File: src/rtl/lvg_fp_pkg.sv
// Shared FP package for the LVG-32 FP datapath.
//   FP_W        : IEEE-754 single word width
//   FP_*        : common encodings (signed zeros, +1.0, infinities, quiet NaN)
//   out_state_e : occupancy of a one-entry result register
//   clog2       : ceil(log2(n)), 0 for n <= 1
package lvg_fp_pkg;

  localparam int unsigned FP_W = 32;

  localparam logic [FP_W-1:0] FP_POS_ZERO = 32'h0000_0000;
  localparam logic [FP_W-1:0] FP_NEG_ZERO = 32'h8000_0000;
  localparam logic [FP_W-1:0] FP_ONE      = 32'h3f80_0000;
  localparam logic [FP_W-1:0] FP_POS_INF  = 32'h7f80_0000;
  localparam logic [FP_W-1:0] FP_NEG_INF  = 32'hff80_0000;
  localparam logic [FP_W-1:0] FP_QNAN     = 32'h7fc0_0000;

  typedef enum logic {StEmpty, StFull} out_state_e;

  function automatic int unsigned clog2(input int unsigned n);
    int unsigned r;
    int unsigned v;
    r = 0;
    v = (n > 0) ? n - 1 : 0;
    while (v > 0) begin
      r = r + 1;
      v = v >> 1;
    end
    return r;
  endfunction

endpackage

File: src/rtl/fpmul_arb_if.sv
// Request/response bundle between LVG-32 clients and the shared multiplier.
//   req_valid/req_ready : per-requester handshake (NREQ bits)
//   req_a/req_b         : packed operands, requester i at [32i+31:32i]
//   rsp_valid/rsp_ready : product handshake
//   rsp_id/rsp_result   : owner index and IEEE-754 single product
//   busy                : result register occupied
// master = client side, slave = arbiter side.
interface fpmul_arb_if import lvg_fp_pkg::*; #(
  parameter int unsigned NREQ = 2,
  parameter int unsigned IDW  = 1
) ();

  logic [NREQ-1:0]      req_valid;
  logic [NREQ-1:0]      req_ready;
  logic [FP_W*NREQ-1:0] req_a;
  logic [FP_W*NREQ-1:0] req_b;
  logic                 rsp_valid;
  logic                 rsp_ready;
  logic [IDW-1:0]       rsp_id;
  logic [FP_W-1:0]      rsp_result;
  logic                 busy;

  modport master (
    output req_valid, req_a, req_b, rsp_ready,
    input  req_ready, rsp_valid, rsp_id, rsp_result, busy
  );

  modport slave (
    input  req_valid, req_a, req_b, rsp_ready,
    output req_ready, rsp_valid, rsp_id, rsp_result, busy
  );

endinterface

File: src/rtl/fpmul.sv
// Combinational IEEE-754 single-precision multiplier.
//   a, b : operands
//   p    : product
// Mantissa is truncated (round toward zero). Denormal inputs are treated as
// zero, underflow flushes to signed zero, overflow saturates to max finite
// (the round-toward-zero result). NaN in, or inf * 0, gives the quiet NaN.
module fpmul import lvg_fp_pkg::*; (
  input  logic [FP_W-1:0] a,
  input  logic [FP_W-1:0] b,
  output logic [FP_W-1:0] p
);

  logic        sp;
  logic [7:0]  ea, eb;
  logic [22:0] fa, fb;
  logic        a_zero, b_zero, a_inf, b_inf, a_nan, b_nan;
  logic [47:0] prod;
  logic        norm;
  logic [22:0] frac;
  logic [9:0]  esum;
  logic        unused_prod_lsbs;

  assign sp = a[31] ^ b[31];
  assign ea = a[30:23];
  assign eb = b[30:23];
  assign fa = a[22:0];
  assign fb = b[22:0];

  assign a_zero = (ea == 8'h00);
  assign b_zero = (eb == 8'h00);
  assign a_inf  = (ea == 8'hff) && (fa == 23'h0);
  assign b_inf  = (eb == 8'hff) && (fb == 23'h0);
  assign a_nan  = (ea == 8'hff) && (fa != 23'h0);
  assign b_nan  = (eb == 8'hff) && (fb != 23'h0);

  assign prod = {1'b1, fa} * {1'b1, fb};
  // Product of two [1,2) mantissas lies in [1,4); bit 47 marks the [2,4) half.
  assign norm = prod[47];
  assign frac = norm ? prod[46:24] : prod[45:23];
  // Biased sum before removing one bias: result exponent is esum - 127.
  assign esum = {2'b00, ea} + {2'b00, eb} + {9'b0, norm};

  assign unused_prod_lsbs = ^prod[22:0];

  always_comb begin
    p = FP_POS_ZERO;
    if (a_nan || b_nan || (a_inf && b_zero) || (b_inf && a_zero)) begin
      p = FP_QNAN;
    end else if (a_inf || b_inf) begin
      p = {sp, 8'hff, 23'h0};
    end else if (a_zero || b_zero || (esum <= 10'd127)) begin
      p = {sp, 31'h0};
    end else if (esum >= 10'd382) begin
      p = {sp, 8'hfe, 23'h7fffff};
    end else begin
      // esum - 127 modulo 256 equals esum[7:0] + 129.
      p = {sp, esum[7:0] + 8'd129, frac};
    end
  end

endmodule

File: src/rtl/rr_arbiter.sv
// Combinational round-robin grant.
//   req     : request vector (NREQ)
//   ptr     : highest-priority index this cycle (< NREQ)
//   gnt     : one-hot grant, zero when no request
//   gnt_idx : index of the granted requester (ptr when no request)
// Search order is ptr, ptr+1, ... modulo NREQ.
module rr_arbiter #(
  parameter int unsigned NREQ = 2,
  parameter int unsigned IDW  = 1
) (
  input  logic [NREQ-1:0] req,
  input  logic [IDW-1:0]  ptr,
  output logic [NREQ-1:0] gnt,
  output logic [IDW-1:0]  gnt_idx
);

  logic [NREQ-1:0] rot;
  logic            found;
  logic [IDW:0]    off;
  logic [IDW:0]    sum;

  always_comb begin
    // Rotate so that bit 0 of rot is requester ptr.
    rot   = NREQ'({req, req} >> ptr);
    found = 1'b0;
    off   = '0;
    for (int k = 0; k < NREQ; k++) begin
      if (rot[k] && !found) begin
        found = 1'b1;
        off   = (IDW+1)'(k);
      end
    end
    sum = {1'b0, ptr} + off;
    if (sum >= (IDW+1)'(NREQ)) begin
      sum = sum - (IDW+1)'(NREQ);
    end
    gnt_idx = sum[IDW-1:0];
    gnt     = '0;
    for (int i = 0; i < NREQ; i++) begin
      gnt[i] = found && (sum == (IDW+1)'(i));
    end
  end

endmodule

File: src/rtl/fpmul_arb.sv
// Round-robin arbiter in front of one shared fpmul with a one-entry result
// register.
//   clk   : clock, rising edge
//   rst_n : asynchronous active-low reset
//   bus   : fpmul_arb_if slave (requests in, product/ID out, busy)
// Accept in cycle N gives rsp_valid in N+1; one product per cycle when the
// consumer keeps rsp_ready high.
module fpmul_arb import lvg_fp_pkg::*; #(
  parameter int unsigned NREQ = 2,
  parameter int unsigned IDW  = (clog2(NREQ) > 0) ? clog2(NREQ) : 1
) (
  input logic        clk,
  input logic        rst_n,
  fpmul_arb_if.slave bus
);

  out_state_e      st_q;
  logic [IDW-1:0]  ptr_q;
  logic [IDW-1:0]  ptr_nxt;
  logic [IDW-1:0]  rsp_id_q;
  logic [FP_W-1:0] rsp_result_q;

  logic [NREQ-1:0] gnt;
  logic [IDW-1:0]  gnt_idx;
  logic            can_accept;
  logic            accept;
  logic [FP_W-1:0] a_sel;
  logic [FP_W-1:0] b_sel;
  logic [FP_W-1:0] prod;

  rr_arbiter #(
    .NREQ (NREQ),
    .IDW  (IDW)
  ) u_rr_arbiter (
    .req     (bus.req_valid),
    .ptr     (ptr_q),
    .gnt     (gnt),
    .gnt_idx (gnt_idx)
  );

  assign can_accept = (st_q == StEmpty) || bus.rsp_ready;
  // rst_n gates ready so nothing is handed over while reset is held.
  assign bus.req_ready = (rst_n && can_accept) ? gnt : '0;
  assign accept        = |bus.req_ready;

  // AND-OR operand mux on the one-hot grant.
  always_comb begin
    a_sel = '0;
    b_sel = '0;
    for (int i = 0; i < NREQ; i++) begin
      if (gnt[i]) begin
        a_sel = a_sel | bus.req_a[i*FP_W +: FP_W];
        b_sel = b_sel | bus.req_b[i*FP_W +: FP_W];
      end
    end
  end

  fpmul u_fpmul (
    .a (a_sel),
    .b (b_sel),
    .p (prod)
  );

  assign ptr_nxt = (gnt_idx == IDW'(NREQ - 1)) ? '0 : gnt_idx + 1'b1;

  always_ff @(posedge clk or negedge rst_n) begin
    if (!rst_n) begin
      st_q         <= StEmpty;
      ptr_q        <= '0;
      rsp_id_q     <= '0;
      rsp_result_q <= '0;
    end else begin
      unique case (st_q)
        StEmpty: begin
          if (accept) begin
            st_q <= StFull;
          end
        end
        StFull: begin
          // Drain and refill in the same cycle keeps the register FULL.
          if (!accept && bus.rsp_ready) begin
            st_q <= StEmpty;
          end
        end
        default: st_q <= StEmpty;
      endcase
      if (accept) begin
        rsp_result_q <= prod;
        rsp_id_q     <= gnt_idx;
        ptr_q        <= ptr_nxt;
      end
    end
  end

  assign bus.rsp_valid  = (st_q == StFull);
  assign bus.busy       = (st_q == StFull);
  assign bus.rsp_id     = rsp_id_q;
  assign bus.rsp_result = rsp_result_q;

endmodule

File: src/flat_wrapper.sv
// flat-port wrapper written by rule: the top's interface ports become plain ports
module fpmul_arb_flat import lvg_fp_pkg::*;
#(
  parameter int unsigned NREQ = 2,
  parameter int unsigned IDW  = (clog2(NREQ) > 0) ? clog2(NREQ) : 1
)
  (clk, rst_n, bus_req_valid, bus_req_a, bus_req_b, bus_rsp_ready, bus_req_ready, bus_rsp_valid, bus_rsp_id, bus_rsp_result, bus_busy);
  fpmul_arb_if #(.NREQ(NREQ), .IDW(IDW)) bus_i ();
  input logic clk;
  input logic rst_n;
  input wire logic [$bits(bus_i.req_valid)-1:0] bus_req_valid;
  input wire logic [$bits(bus_i.req_a)-1:0] bus_req_a;
  input wire logic [$bits(bus_i.req_b)-1:0] bus_req_b;
  input wire logic [$bits(bus_i.rsp_ready)-1:0] bus_rsp_ready;
  output wire logic [$bits(bus_i.req_ready)-1:0] bus_req_ready;
  output wire logic [$bits(bus_i.rsp_valid)-1:0] bus_rsp_valid;
  output wire logic [$bits(bus_i.rsp_id)-1:0] bus_rsp_id;
  output wire logic [$bits(bus_i.rsp_result)-1:0] bus_rsp_result;
  output wire logic [$bits(bus_i.busy)-1:0] bus_busy;
  assign bus_i.req_valid = bus_req_valid;
  assign bus_i.req_a = bus_req_a;
  assign bus_i.req_b = bus_req_b;
  assign bus_i.rsp_ready = bus_rsp_ready;
  assign bus_req_ready = bus_i.req_ready;
  assign bus_rsp_valid = bus_i.rsp_valid;
  assign bus_rsp_id = bus_i.rsp_id;
  assign bus_rsp_result = bus_i.rsp_result;
  assign bus_busy = bus_i.busy;
  fpmul_arb #(.NREQ(NREQ), .IDW(IDW)) u_core (.clk(clk), .rst_n(rst_n), .bus(bus_i));
endmodule
File: config.mk
export PLATFORM = sky130hd
export DESIGN_NAME = fpmul_arb_flat
export DESIGN_NICKNAME = d
export VERILOG_FILES = /design/src/rtl/lvg_fp_pkg.sv /design/src/rtl/fpmul_arb_if.sv /design/src/rtl/fpmul.sv /design/src/rtl/rr_arbiter.sv /design/src/rtl/fpmul_arb.sv /design/src/flat_wrapper.sv
export SDC_FILE = /design/constraint.sdc
export NUM_CORES = 1
export LEC_CHECK = 0
export CAP_MARGIN = 20
export CELL_PAD_IN_SITES_DETAIL_PLACEMENT = 0
export CELL_PAD_IN_SITES_GLOBAL_PLACEMENT = 1
export CORE_MARGIN = 4
export CORE_UTILIZATION = 31
export CTS_CLUSTER_SIZE = 28
export DETAILED_ROUTE_END_ITERATION = 8
export PLACE_DENSITY = 0.55
export SLEW_MARGIN = 40
export SYNTH_ARGS = -nofsm -noshare
export SYNTH_HDL_FRONTEND = slang
export SYNTH_SLANG_ARGS = --single-unit
File: constraint.sdc
create_clock -name clk -period 30.3 [get_ports clk]
set_input_delay 9.09 -clock clk [delete_from_list [all_inputs] [get_ports clk]]
set_output_delay 9.09 -clock clk [all_outputs]
set_load 0.01 [all_outputs]
======== After elaboration in Yosys (flattened, before gate mapping) ========
Index checks and enable logic that the tools add are counted.
storage, ports and cells
  register bits ........................... 35
  input port bits ......................... 133
  output and inout bits ................... 37
  word-level logic and storage cells ...... 68
operators by class
  add/subtract/negate cells ............... 6
  multiply operators ...................... 1
  magnitude comparators ................... 3
  equality and inequality tests ........... 3
  shift-type cells ........................ 1
  multiplexer cells ....................... 18
  bitwise operators ....................... 4
  reductions and logical operators ........ 28
operator list
  kind                                                                                  count
  32-bit two-way mux                                                                    5
  31-bit two-way mux                                                                    3
  32-bit OR                                                                             2
  24-bit by 24-bit multiplier with 48-bit output                                        1
  23-bit logical NOT                                                                    2
  23-bit nonzero test                                                                   2
  23-bit two-way mux                                                                    1
  8-bit == test, second input constant                                                  2
  8-bit logical NOT                                                                     2
  1-bit logical AND                                                                     11
  9-bit by 1-bit adder with 10-bit output                                               1
  10-bit by 9-bit greater-or-equal comparator with 1-bit output, second input constant  1
  10-bit by 7-bit <= comparator with 1-bit output, second input constant                1
  8-bit by 8-bit adder with 9-bit output                                                1
  8-bit adder, second input constant                                                    1
  1-bit logical OR                                                                      7
  1-bit two-way mux                                                                     6
  2-bit two-way mux                                                                     2
  4-bit by 1-bit >> shifter with 2-bit output                                           1
  1-bit by 2-bit adder with 2-bit output                                                1
  2-bit by 1-bit == test with 1-bit output, second input constant                       1
  2-bit greater-or-equal comparator, second input constant                              1
  1-bit logical NOT                                                                     2
  2-bit logical NOT                                                                     1
  6 further kinds                                                                       6

======== Logic depth before layout (Yosys ltp) ========
  depth after elaboration ................. 20
  gate-level depth with buffers ........... 47
  mapped depth without buffers ............ 41

======== Hierarchy ========
From an unflattened synthesis, not the netlist that was laid out.
second synthesis, totals
  cells, all modules ...................... 2,435
  area total of the unflattened synthesis .. 21,554.4 sq um
modules (own cells, without submodules)
  module      instances  cells an instance  area an instance (sq um)  seq. area each (sq um)
  fpmul       1          2,274              19,550.0                  0.0
  fpmul_arb   1          157                1,976.9                   875.8
  rr_arbiter  1          4                  27.5                      0.0

======== Worst setup path before layout ========
No wires, ideal clock.
  path kind ............................... input-to-reg
  start ................................... in bus_req_valid[0]
  end ..................................... reg u_core.rsp_result_q[12], in the netlist u_core.bus.rsp_result[12]
  setup time .............................. 0.067 ns
  arrival time ............................ 19.517 ns
  required time ........................... 30.233 ns
  path slack .............................. 10.716 ns
  stages on the path ...................... 46
  path buffers ............................ 7
  cell sequence ........................... a21boi_1 -> buf_2 -> clkbuf_1 -> clkbuf_1 -> buf_1 -> a22o_1 -> clkbuf_1 -> nand2_1 -> fa_1 -> inv_1 -> fa_1 -> inv_1 -> fa_1 -> inv_1 -> fa_1 -> inv_1 -> fa_1 -> inv_1 -> [... 10 more ...] -> a21oi_1 -> nor3_2 -> inv_2 -> fa_1 -> inv_1 -> fa_1 -> nor2b_1 -> o21ai_1 -> a21oi_1 -> o21a_1 -> o21ai_1 -> a21bo_2 -> a311o_1 -> clkbuf_1 -> or2_2 -> clkbuf_1 -> nor2_1 -> a221o_1
on the way
  word-level cells in the longest chain between the ends .. 20
  elaborated cells between the ends (all ways) .. 52
  those cells by class .................... 4 x add/sub; 1 x mul; 3 x order compare; 3 x eq/ne; 1 x shift; 14 x mux; 2 x bitwise; 24 x reduce/logical
ends and longest elaborated chain
  element                                                                                                                                  RTL line                            text
  start: declaration                                                                                                                       flat_wrapper.sv:11                  input wire logic [$bits(bus_i.req_valid)-1:0] bus_req_valid;
  4-bit by 1-bit >> shifter with 2-bit output *                                                                                            rr_arbiter.sv:24                    rot = NREQ'({req, req} >> ptr);
  1-bit two-way mux                                                                                                                        rr_arbiter.sv:28                    if (rot[k] && !found) begin
  1-bit logical NOT                                                                                                                        rr_arbiter.sv:28
  1-bit logical AND                                                                                                                        rr_arbiter.sv:28
  1-bit two-way mux                                                                                                                        rr_arbiter.sv:28
  1-bit by 2-bit adder with 2-bit output                                                                                                   rr_arbiter.sv:33                    sum = {1'b0, ptr} + off;
  2-bit subtractor / 2-bit greater-or-equal comparator (equally long branches)                                                             rr_arbiter.sv:35, rr_arbiter.sv:34
  2-bit two-way mux                                                                                                                        rr_arbiter.sv:34                    if (sum >= (IDW+1)'(NREQ)) begin
  [... 4 more ...]                                                                                                                         n/a
  32-bit two-way mux                                                                                                                       fpmul_arb.sv:51                     if (gnt[i]) begin
  24-bit by 24-bit multiplier with 48-bit output / 8-bit by 8-bit adder with 9-bit output (equally long branches)                          fpmul.sv:36, fpmul.sv:41
  9-bit by 1-bit adder with 10-bit output                                                                                                  fpmul.sv:41                         assign esum = {2'b00, ea} + {2'b00, eb} + {9'b0, norm};
  10-bit by 9-bit greater-or-equal comparator with 1-bit output / 10-bit by 7-bit <= comparator with 1-bit output (equally long branches)  fpmul.sv:53, fpmul.sv:51
  31-bit two-way mux / 1-bit logical OR (equally long branches)                                                                            fpmul.sv:53, fpmul.sv:51
  31-bit two-way mux                                                                                                                       fpmul.sv:51                         end else if (a_zero || b_zero || (esum <= 10'd127)) begin
  31-bit two-way mux                                                                                                                       fpmul.sv:49                         end else if (a_inf || b_inf) begin
  32-bit two-way mux                                                                                                                       fpmul.sv:47                         if (a_nan || b_nan || (a_inf && b_zero) || (b_inf && a_zero)) begin
  end signal: assignment                                                                                                                   fpmul_arb.sv:88                     rsp_result_q <= prod;
  end: declaration                                                                                                                         fpmul_arb.sv:21                     logic [FP_W-1:0] rsp_result_q;
Every way passes the cells marked *; elsewhere a longest branch is shown, timed or not.
A chain may end at the register's enable or synchronous reset.

======== Final worst setup path ========
  start ................................... in bus_req_valid[1]
  end ..................................... reg u_core.rsp_result_q[7], in the netlist u_core.bus.rsp_result[7]
Same word-level chain as after synthesis.

==> results.sh <==
export IMPL_design_die_area_mm2=0.0718
export IMPL_antenna_cells=0
export IMPL_synth_area_leaders="fa_1 46%, ha_1 11%, inv_1 11%, nand2_1 6.0%, nor2_1 5.1%"
export IMPL_cp_data_arrival_time_ns=22.15
export IMPL_slew_headroom_pct=42.2
export IMPL_holdCritPathClass="reg -> reg"
export IMPL_grt_max_degree=66
export IMPL_die_height_um=268
export IMPL_rows=95
export IMPL_fmax_mhz=45.6
export IMPL_die_width_um=268
export IMPL_route_detailed_drc=0
export IMPL_worstRegToRegCells=41
export IMPL_core_area_mm2=0.0670
export IMPL_cts_setup_buffers=0
export IMPL_viasPerCell=4.99
export IMPL_wl_per_cell_um=23.3
export IMPL_worstHoldEndpoint="u_core.bus.rsp_result[0]"
export IMPL_critPathCaptureType="flip-flop"
export IMPL_root_buffer="clkbuf_16"
export IMPL_io_buffers=169
export IMPL_hp_start="u_core.bus.rsp_result[0]"
export IMPL_avgSynthCellArea_um2=8.49
export IMPL_cp_slowest_cell="a22o_1"
export IMPL_clock_path_buffers=2
export IMPL_r2r_slack_ns=17.24
export IMPL_antenna_found_initial=0
export IMPL_synth_cells=2467
export IMPL_max_cap_violations=0
export IMPL_dpl_hpwl_um=65200
export IMPL_vias=17255
export IMPL_start_util_pct=31.2
export IMPL_cpPeakStageDelay_ns=0.81
export IMPL_gp_congestion=0.926
export IMPL_ys_warn_count=0
export IMPL_syn2layout_area_growth_pct=13.8
export IMPL_status="finished clean"
export IMPL_ant_nets=0
export IMPL_worstReg2RegEnd="u_core.bus.rsp_result[7]"
export IMPL_synth_flop_cell="dfrtp_1"
export IMPL_reg2reg_from="u_core.ptr_q"
export IMPL_synth_top_cell_by_area="fa_1"
export IMPL_setup_viol=0
export IMPL_hold_path_depth=1
export IMPL_ioPinCount=170
export IMPL_cts_tree="built"
export IMPL_n_fill_cell=7083
export IMPL_synth_top_cell_area_share_pct=46.2
export IMPL_yosys_register_bits=35
export IMPL_layout_drive_gt1_share_pct=4.14
export IMPL_final_max_slew_viol_count=0
export IMPL_fin_skew_ns=0.00784
export IMPL_clk_latency_ns=0.28
export IMPL_wirelength_um=80700
export IMPL_tns_ns=0
export IMPL_dr_pass1_iters=5
export IMPL_crit_required_ns=30.52
export IMPL_synth_area_mm2=0.0209
export IMPL_syn_nets=3261
export IMPL_grt_pass1_wl_um=123000
export IMPL_ys_seq_area_share_pct=4.18
export IMPL_path_common_cell="fa_1"
export IMPL_rsz0062_at_grt="false"
export IMPL_worstPathMaxFanout=58
export IMPL_cts_resized=0
export IMPL_period_needed_ns=21.93
export IMPL_clock_sinks=35
export IMPL_crit_start="bus_req_valid[1]"
export IMPL_post_route_period_util_pct=72.4
export IMPL_crit_type="in -> reg"
export IMPL_nets=3378
export IMPL_synth_edf_count=0
export IMPL_grt_pass1_vias=19213
export IMPL_clk_pin_slew_worst_paths_ns=0.06
export IMPL_hold_violations=0
export IMPL_cts_buffers=5
export IMPL_ctsHoldBuffers=0
export IMPL_synthArstFlopShare_pct=100
export IMPL_grtUsageTotal_pct=23.0
export IMPL_htree_num_levels=2
export IMPL_synth_cell_type_count=74
export IMPL_grt_remaining_overflow=0
export IMPL_tightest_slew_ns=0.867
export IMPL_cp_start_kind="primary input"
export IMPL_first_iter_violations=1255
## final cells by class
cell class / instances / area [um^2] / area share (%)
clock buffer: 5 / 125 / 0.525
inverter: 603 / 2270 / 9.51
multi-input combinational: 1713 / 17300 / 72.7
clock inverter: 3 / 23.8 / 0.0997
timing repair buffer: 226 / 2110 / 8.87
sequential: 35 / 876 / 3.67
tap: 873 / 1090 / 4.58
## layer usage
layer  global-route usage, %  vias to the layer above  share of wire [%]
met5                       0                        -                  0
met1                    31.7                     8931                 45
li1                        -                     7703                  -
met2                    39.3                      511                 48
met4                    5.45                        0                3.0
met3                    2.25                      110                4.9
## worst max-delay path: cells and delay by family
| kind | cells | cell delay (ns) |
|---|---|---|
| AND/OR/NAND/NOR | 11 | 2.76 |
| buffers and inverters | 11 | 2.86 |
| AO/OA/AOI/OAI | 9 | 2.73 |
| adder cells (fa/ha/maj) | 10 | 4.58 |
## Yosys cell counts (6+ instances only)
cell type and n:
a211oi_1 8, a21o_1 30, a21oi_1 48, a221o_1 10
a22o_1 25, a22oi_1 43, a31oi_1 10, and2_1 12
buf_1 8, clkbuf_1 99, clkinv_1 11, dfrtp_1 35
fa_1 483, ha_1 178, inv_1 588, mux2_2 6
mux2i_1 6, nand2_1 337, nand3_1 21, nand4_1 22
nor2_1 285, nor2b_1 6, nor3_1 18, nor4_1 11
o211ai_1 8, o21ai_0 22, o22a_1 7, o31ai_1 8
or2_2 7, xnor2_1 20, xor2_1 11
## registers in the layout (all words and copies together), names as in the netlist
signal	flops
u_core.bus.rsp_result	32
u_core.bus.busy	1
u_core.bus.rsp_id	1
u_core.ptr_q	1
## metrics by stage
stage / cell area (um^2) / hold WS [ns] / setup WS [ns] / cells / util [%]
detailed placement: 23700 / 0.480 / 8.25 / 3450 / 35.3
finish: 23800 / 0.487 / 8.37 / 3458 / 35.6
floorplan: 20900 / 0.509 / 10.72 / 2467 / -
CTS: 23800 / 0.492 / 8.47 / 3458 / 35.6
global placement: 23700 / 0.464 / 8.50 / 3449 / 35.3
global route: 23800 / 0.505 / 7.62 / 3458 / 35.6
## cells by family after synthesis
logic type | Yosys count | share of synthesized area [%]
adders and majority gates | 661 | 56.8
and+or+nand+nor | 744 | 14.7
muxes | 12 | 0.609
DFF | 35 | 4.18
AOI/OAI and AO/OA | 265 | 9.26
xor gates and xnor gates | 31 | 1.30
buffers and inverters | 719 | 13.1
## placed cells by master, fill, tap and decap left out, types with 6 or more instances in the layout
master and n:
o211ai_1 8, nor2b_1 6, or2_2 7, a21oi_1 48, nand4_1 22, a221o_1 10, fa_1 483, o21ai_0 22
and2_1 11, inv_1 585, mux2_2 6, xnor2_1 20, nand2_1 337, buf_4 57, nand3_1 21, a22oi_1 42
a21o_1 30, inv_2 7, a211oi_1 8, nor3_1 18, clkdlybuf4s50_1 168, xor2_1 11, dfrtp_1 35, o22a_1 7
ha_1 178, mux2i_1 6, a22o_1 24, nor2_1 285, a31oi_1 10, o31ai_1 8, nor4_1 11, clkinv_1 8
## worst max-delay path by stage
stage,to,depth (start not counted)
after floorplan,u_core.bus.rsp_result[12],46
after global routing,u_core.bus.rsp_result[7],41
after detailed placement,u_core.bus.rsp_result[7],41
after global placement,u_core.bus.rsp_result[7],40
final,u_core.bus.rsp_result[7],41
after CTS,u_core.bus.rsp_result[7],41
Power is left out: the tool's default activity adds up to more than one toggle a clock period on the data nets, which glitch-free logic cannot reach.
